### src/rtl/write_fifo.sv
// Producer side of a FIFO test pair: resets the FIFO write side, then writes
// bursts of a wrapping incrementing pattern with empty/full hysteresis.
module write_fifo #(
  parameter logic [7:0]  start            = 8'd0,
  parameter logic [7:0]  stop             = 8'd255,
  parameter int unsigned cnt_to_light_led = 102400,
  parameter int unsigned wrst_cycles      = 4
) (
  input  logic              clk,
  input  logic              rst,
  input  logic              en,
  input  logic              full_flag,
  input  logic              empty_flag,
  output logic              we,
  output logic              wrst,
  output logic signed [7:0] wr_data,
  output logic [7:0]        burst_cnt,
  output logic [3:0]        cnt_leds,
  output logic [7:0]        rej_cnt
);

  localparam int RC_W = (wrst_cycles < 1) ? 1 : $clog2(wrst_cycles + 1);
  localparam logic [RC_W-1:0] RC_LAST = RC_W'(wrst_cycles);
  localparam logic [RC_W-1:0] RC_ONE  = RC_W'(1);
  localparam logic [23:0]     WC_LAST = 24'(cnt_to_light_led - 1);

  typedef enum logic [1:0] {
    S_RST,
    S_IDLE,
    S_FILL
  } state_t;

  state_t          state_q, state_d;
  logic [RC_W-1:0] rc_q, rc_d;
  logic            we_q, we_d;
  logic            wrst_q, wrst_d;
  logic [7:0]      data_q, data_d;
  logic [7:0]      burst_q, burst_d;
  logic [3:0]      leds_q, leds_d;
  logic [7:0]      rej_q, rej_d;
  logic [23:0]     wc_q, wc_d;

  logic accept;
  logic reject;

  // The FIFO only consumes a word when it is not full; a full cycle is a reject.
  assign accept = we_q & ~full_flag;
  assign reject = we_q & full_flag;

  always_ff @(posedge clk) begin
    if (rst) begin
      state_q <= S_RST;
      rc_q    <= '0;
      we_q    <= 1'b0;
      wrst_q  <= 1'b1;
      data_q  <= start;
      burst_q <= '0;
      leds_q  <= '0;
      rej_q   <= '0;
      wc_q    <= '0;
    end else begin
      state_q <= state_d;
      rc_q    <= rc_d;
      we_q    <= we_d;
      wrst_q  <= wrst_d;
      data_q  <= data_d;
      burst_q <= burst_d;
      leds_q  <= leds_d;
      rej_q   <= rej_d;
      wc_q    <= wc_d;
    end
  end

  // Datapath: pattern, LED block counter and saturating reject counter.
  always_comb begin
    data_d = data_q;
    wc_d   = wc_q;
    leds_d = leds_q;
    rej_d  = rej_q;
    if (accept) begin
      data_d = (data_q == stop) ? start : data_q + 8'd1;
      if (wc_q == WC_LAST) begin
        wc_d   = '0;
        leds_d = leds_q + 4'd1;
      end else begin
        wc_d = wc_q + 24'd1;
      end
    end
    if (reject && (rej_q != 8'hFF)) begin
      rej_d = rej_q + 8'd1;
    end
  end

  // Control FSM; we/wrst are computed here and registered with the state.
  always_comb begin
    state_d = state_q;
    rc_d    = rc_q;
    we_d    = 1'b0;
    wrst_d  = 1'b0;
    burst_d = burst_q;
    unique case (state_q)
      S_RST: begin
        wrst_d = 1'b1;
        if (rc_q == RC_LAST) begin
          state_d = S_IDLE;
          wrst_d  = 1'b0;
        end else begin
          rc_d = rc_q + RC_ONE;
        end
      end
      S_IDLE: begin
        // Full wins over empty, so a FIFO reporting both never starts a burst.
        if (en && empty_flag && !full_flag) begin
          state_d = S_FILL;
          we_d    = 1'b1;
          burst_d = burst_q + 8'd1;
        end
      end
      S_FILL: begin
        we_d = 1'b1;
        if (full_flag || !en) begin
          state_d = S_IDLE;
          we_d    = 1'b0;
        end
      end
      default: begin
        state_d = S_RST;
        rc_d    = '0;
        wrst_d  = 1'b1;
      end
    endcase
  end

  assign we        = we_q;
  assign wrst      = wrst_q;
  assign wr_data   = data_q;
  assign burst_cnt = burst_q;
  assign cnt_leds  = leds_q;
  assign rej_cnt   = rej_q;

endmodule

### config.mk
export PLATFORM = sky130hd
export DESIGN_NAME = write_fifo
export DESIGN_NICKNAME = d
export VERILOG_FILES = /design/src/rtl/write_fifo.sv
export SDC_FILE = /design/constraint.sdc
export NUM_CORES = 1
export LEC_CHECK = 0
export BUFFER_PORTS_ARGS = -buffer_cell sky130_fd_sc_hd__buf_2
export CORE_UTILIZATION = 60
export CTS_BUF_LIST = sky130_fd_sc_hd__clkbuf_4 sky130_fd_sc_hd__clkbuf_8
export DETAILED_ROUTE_END_ITERATION = 10
export PLACE_DENSITY_LB_ADDON = 0.1
export SYNTH_ARGS = -nofsm -noshare
export SYNTH_HDL_FRONTEND = slang
export SYNTH_SLANG_ARGS = --single-unit
### constraint.sdc
create_clock -name clk -period 1.7 [get_ports clk]
set_input_delay 0.17 -clock clk [delete_from_list [all_inputs] [get_ports clk]]
set_output_delay 0.17 -clock clk [all_outputs]
set_load 0.05 [all_outputs]
Yosys cells after proc, flatten, opt, wreduce, memory -nomap -nowiden
Index checks and enable logic that the tools add are counted.
- register bits: 59
- input bits: 5
- output and inout bits: 30
- logic and storage cells: 54
- add/sub/neg operators: 6
- equality and inequality tests: 10
- muxes and demuxes: 13
- bitwise operators: 4
- reduce and logical (&&, ||, !) cells: 12
- operators by type and width (cell ; count):
    24-bit by 1-bit adder with 24-bit output (second input constant) ; 1
    8-bit by 1-bit adder with 8-bit output (second input constant) ; 3
    24-bit by 17-bit equality test with 1-bit output (second input constant) ; 1
    24-bit 2-to-1 mux ; 1
    8-bit equality test (second input constant) ; 1
    8-bit 2-to-1 mux ; 1
    2-bit != test (second input constant) ; 4
    8-bit != test (second input constant) ; 1
    2-bit 2-to-1 mux ; 3
    2-bit one-hot mux with 3 select lines ; 1
    3-bit one-hot mux with 2 select lines ; 1
    2-bit AND reduction ; 3
    4-bit by 1-bit adder with 4-bit output (second input constant) ; 1
    1-bit one-hot mux with 2 select lines ; 2
    3-bit by 1-bit adder with 3-bit output (second input constant) ; 1
    3-bit equality test (second input constant) ; 1
    1-bit logical AND ; 3
    1-bit 2-to-1 mux ; 3
    3-bit 2-to-1 mux ; 1
    3-bit AND reduction ; 1
    1-bit AND ; 2
    2-bit by 1-bit equality test with 1-bit output (second input constant) ; 1
    2-bit equality test (second input constant) ; 1
    1-bit zero test ; 2
    other kinds (4) ; 5

Longest topological paths before layout
- depth in word-level cells: 4
- mapped depth: 7
- mapped depth without buffers: 6

Worst setup path before layout
Ideal clock, no wire load.
- kind: register to register
- start: register we_q, in the netlist we
- end: register leds_q[2], in the netlist cnt_leds[2]
- library setup time: 0.071 ns
- arrival: 1.836 ns
- data required time: 1.629 ns
- path slack: -0.206 ns
- cell stages (with the launch flop): 6
- path buffers: 1
- period minus slack after synthesis: 1.906 ns
- cells stage by stage: dfxtp_1 > and4b_2 > nand4_2 > buf_6 > or4_1 > a21oi_1
- longest elaborated chain between the ends: 2
- RTL lines (item ; line ; source):
    from (decl) ; 35 ; logic we_q, we_d;
    from (signal assigned) ; 64 ; we_q <= we_d;
    1-bit AND ; 47 ; assign accept = we_q & ~full_flag;
    2-bit AND reduction (no line) ; -- ;
    to (signal assigned) ; 68 ; leds_q <= leds_d;
    to (decl) ; 39 ; logic [3:0] leds_q, leds_d;
No other way between the ends.
A chain may end at the register's enable or synchronous reset.

Final worst setup path
- start: register wc_q[3]
- end: register wc_q[18]
- longest elaborated chain between the ends: 2
- elaborated cells on any way between the ends: 3
- classes of those cells: 1 x add/sub; 1 x eq/ne; 1 x mux
- RTL lines (item ; line ; source):
    from (decl) ; 41 ; logic [23:0] wc_q, wc_d;
    from (signal assigned) ; 70 ; wc_q <= wc_d;
    24-bit by 1-bit adder with 24-bit output or 24-bit by 17-bit equality test with 1-bit output (tied branches) ; 86, 82 ;
    24-bit 2-to-1 mux (*) ; 82 ; if (wc_q == WC_LAST) begin
Every way passes the cells marked *; elsewhere a longest branch is shown, timed or not.

==> results.cfg <==
[routing]
post-route-drc-count = 0
via_per_inst = 5.81
wl_per_cell_um = 14.1
drt_iter0_markers = 164
dr_total_vias = 2481
ant_nets = 0
drtPass1Iterations = 4
wl_um = 6010

[clock_network]
h-tree-depth = 3
cts_hold_buffers = 0
root_buffer = clkbuf_8
cts.sinks = 59
clock_latency_ps = 330
cts_max_path_buffers = 2
clkTransAtPathRegs_ps = 70
cts_buffers = 9
cts_tree = yes

[placement]
place_congestion = 0.786
placed_cell_area_mm2 = 0.00312
io_buffers = 34
place_hpwl_um = 4070
dp.cells = 409

[yosys]
synthCells = 317
synth_edf_count = 0
yosysSeqAreaShare_pct = 42.1
syn-cell-area_mm2 = 0.00281
synth-async-reset-ratio_pct = 0
avgSynthCellArea_um2 = 8.85
synth_warnings = 0
syn-num-nets = 332
ys_seq_elements = 59
synth_ff_type = dfxtp_1
yosysUniqueCellTypes = 43

[cells_and_area]
drive_gt1_share_pct = 22.9
nets = 385
design_area_mm2 = 0.00337
area_growth_pct = 20.2
diodes = 0
fin_cells = 427

[floorplan]
ios = 35
die_y_um = 70.4
design.core.area_mm2 = 0.00441
row_count = 24
die_x_um = 70.4
initial_utilization_pct = 63.6
die-area_mm2 = 0.00495

[sta]
max_freq_ghz = 0.624
timing.hold.ws_ps = 189
grt_setup_unrepaired = no
setup_violations = 0
fin_skew_ps = 8.07
maxSlewHeadroom_pct = 70.0
worst_pin_slew_ps = 450
drv_slew = 0
post-route-period-util_pct = 94.3
post-route-min-period_ps = 1600
finalHoldViolations = 0

[run_status]
status = finished, final reports clean

[worst_setup_path]
path_buf_inv = 0
path_cells = and4b_2 -> nand4_4 -> or4_4 -> a21oi_1
crit_required_ps = 1960
critPathSlowestCell = or4_4
path_delay_family = simple AND/OR/NAND/NOR gates
critPathKind = flip-flop to flip-flop
slowest_delay_ps = 530
crit_path_end_kind = flip-flop
worstPathMaxFanout = 7
arrival_ps = 1870
startpoint_type = flip-flop

[power]
p_leak_nw = 1.36
ir_drop_mv = 1.17
power.density_mw_per_mm2 = 960

[global_routing]
antenna_found_initial = 0
grt_usage_pct = 25.5
grt_start_max_net_pins = 17
grt_pass1_vias = 2269
grt_overflow_total = 0
grt_pass1_wl_um = 10000

[job]
max-cap-violations = 0

[min_path]
min_path_type = primary input to flip-flop
flip-flops by register name, summed over array words and instances, names as in the netlist:
name	flops
wr_data	8
we	1
state_q	2
cnt_leds	4
wrst	1
burst_cnt	8
wc_q	24
rej_cnt	8
rc_q	3
final timing paths:
check	startpoint	to	slack, ps	depth (start not counted)
setup / recovery	wc_q[3]$_SDFFE_PP0P_	wc_q[18]$_SDFFE_PP0P_	100	4
hold / removal	rst	wr_data[1]$_SDFFE_PP0P_	190	2
setup reg to reg	wc_q[3]$_SDFFE_PP0P_	wc_q[18]$_SDFFE_PP0P_	100	4
hold reg to reg	wc_q[11]$_SDFFE_PP0P_	wc_q[11]$_SDFFE_PP0P_	490	2
per-layer routing:
layer / routed length, um / track usage (%) / vias to the layer above
li1: - / - / 1255
met1: 2870 / 32.6 / 1163
met2: 2770 / 40.3 / 50
met3: 226 / 4.91 / 13
met4: 140 / 13.6 / 0
met5: 0 / 0 / -
layout make-up:
cell class	count	area, um2
Clock buffer	10	131
Clock inverter	6	80.1
Tap cell	52	65.1
Timing Repair Buffer	53	313
Fill cell	318	1040
Inverter	11	41.3
Sequential cell	59	1190
Multi-Input combinational cell	236	1550
kinds of logic (layout without fill, tap and decap cells):
family                   after synthesis  in the layout  synth area share (%)
buffers and inverters                 22             80                  3.34
adder cells (fa/ha/maj)               10             10                  4.46
XOR/XNOR                              25             25                  7.80
AND/OR/NAND/NOR                      139            139                  28.5
flip-flops                            59             59                  42.1
AO/OA/AOI/OAI                         57             57                  12.0
multiplexers                           5              5                  1.78
per-stage QoR:
step | power [mW] | worst slack [ps] | TNS [ps] | util (%)
finish | 3.24 | 97.0 | 0 | 76.4
global route | 3.36 | 4.74 | 0 | 76.4
CTS | 3.25 | 38.1 | 0 | 75.5
detailed placement | 1.87 | 66.1 | 0 | 70.7
global placement | 1.86 | 110 | 0 | 70.7
floorplan | 1.79 | -3.25 | -3.25 | -
power by group:
group | internal, mW | leakage, nW | switching [mW]
combinational | 0.163 | 0.765 | 0.234
sequential | 1.43 | 0.478 | 0.0325
clock | 0.831 | 0.113 | 0.551
total | 2.42 | 1.36 | 0.818
synth_stat cells, types with 4 or more instances:
cell      instances  area, um2
or3_1            10       62.6
xnor2_1           5       43.8
dfxtp_1          59       1180
or4_1            11       82.6
a21oi_1          26        130
nand3_1          15       75.1
nand4_1          12       75.1
o31ai_1          11       82.6
clkbuf_1          6       22.5
mux2i_1           5       50.1
inv_1            11       41.3
nor2_1           33        124
and4_1            4       35.0
xor2_1           20        175
nor3_1            4       20.0
ha_1             10        125
o21ai_0          11       55.1
nand2_1          21       78.8
and3_1            8       50.1
what timing repair did:
item / 4_1_cts / 5_1_grt
endpoints found under the setup margin: 0 / 12
gates resized for setup: 0 / 8
setup buffers: 0 / 2
cells in the final DEF, fill, tap and decap left out, types with 5 or more instances in the layout:
master / count
nor2_1: 33
ha_1: 9
o31ai_1: 11
dfxtp_2: 5
or4_1: 10
xnor2_1: 5
a21oi_1: 26
or3_1: 10
buf_4: 19
and3_1: 8
o21ai_0: 11
xor2_1: 20
nand4_1: 12
buf_2: 34
inv_1: 11
dfxtp_1: 54
mux2i_1: 5
clkbuf_8: 9
nand2_1: 20
nand3_1: 15
worst reg2reg max path: stages (launching register included):
cell and delay [ps]:
dfxtp_2 350, and4b_2 350, nand4_4 160, or4_4 530, a21oi_1 150
No activity file was read; power rests on OpenSTA's default activity.
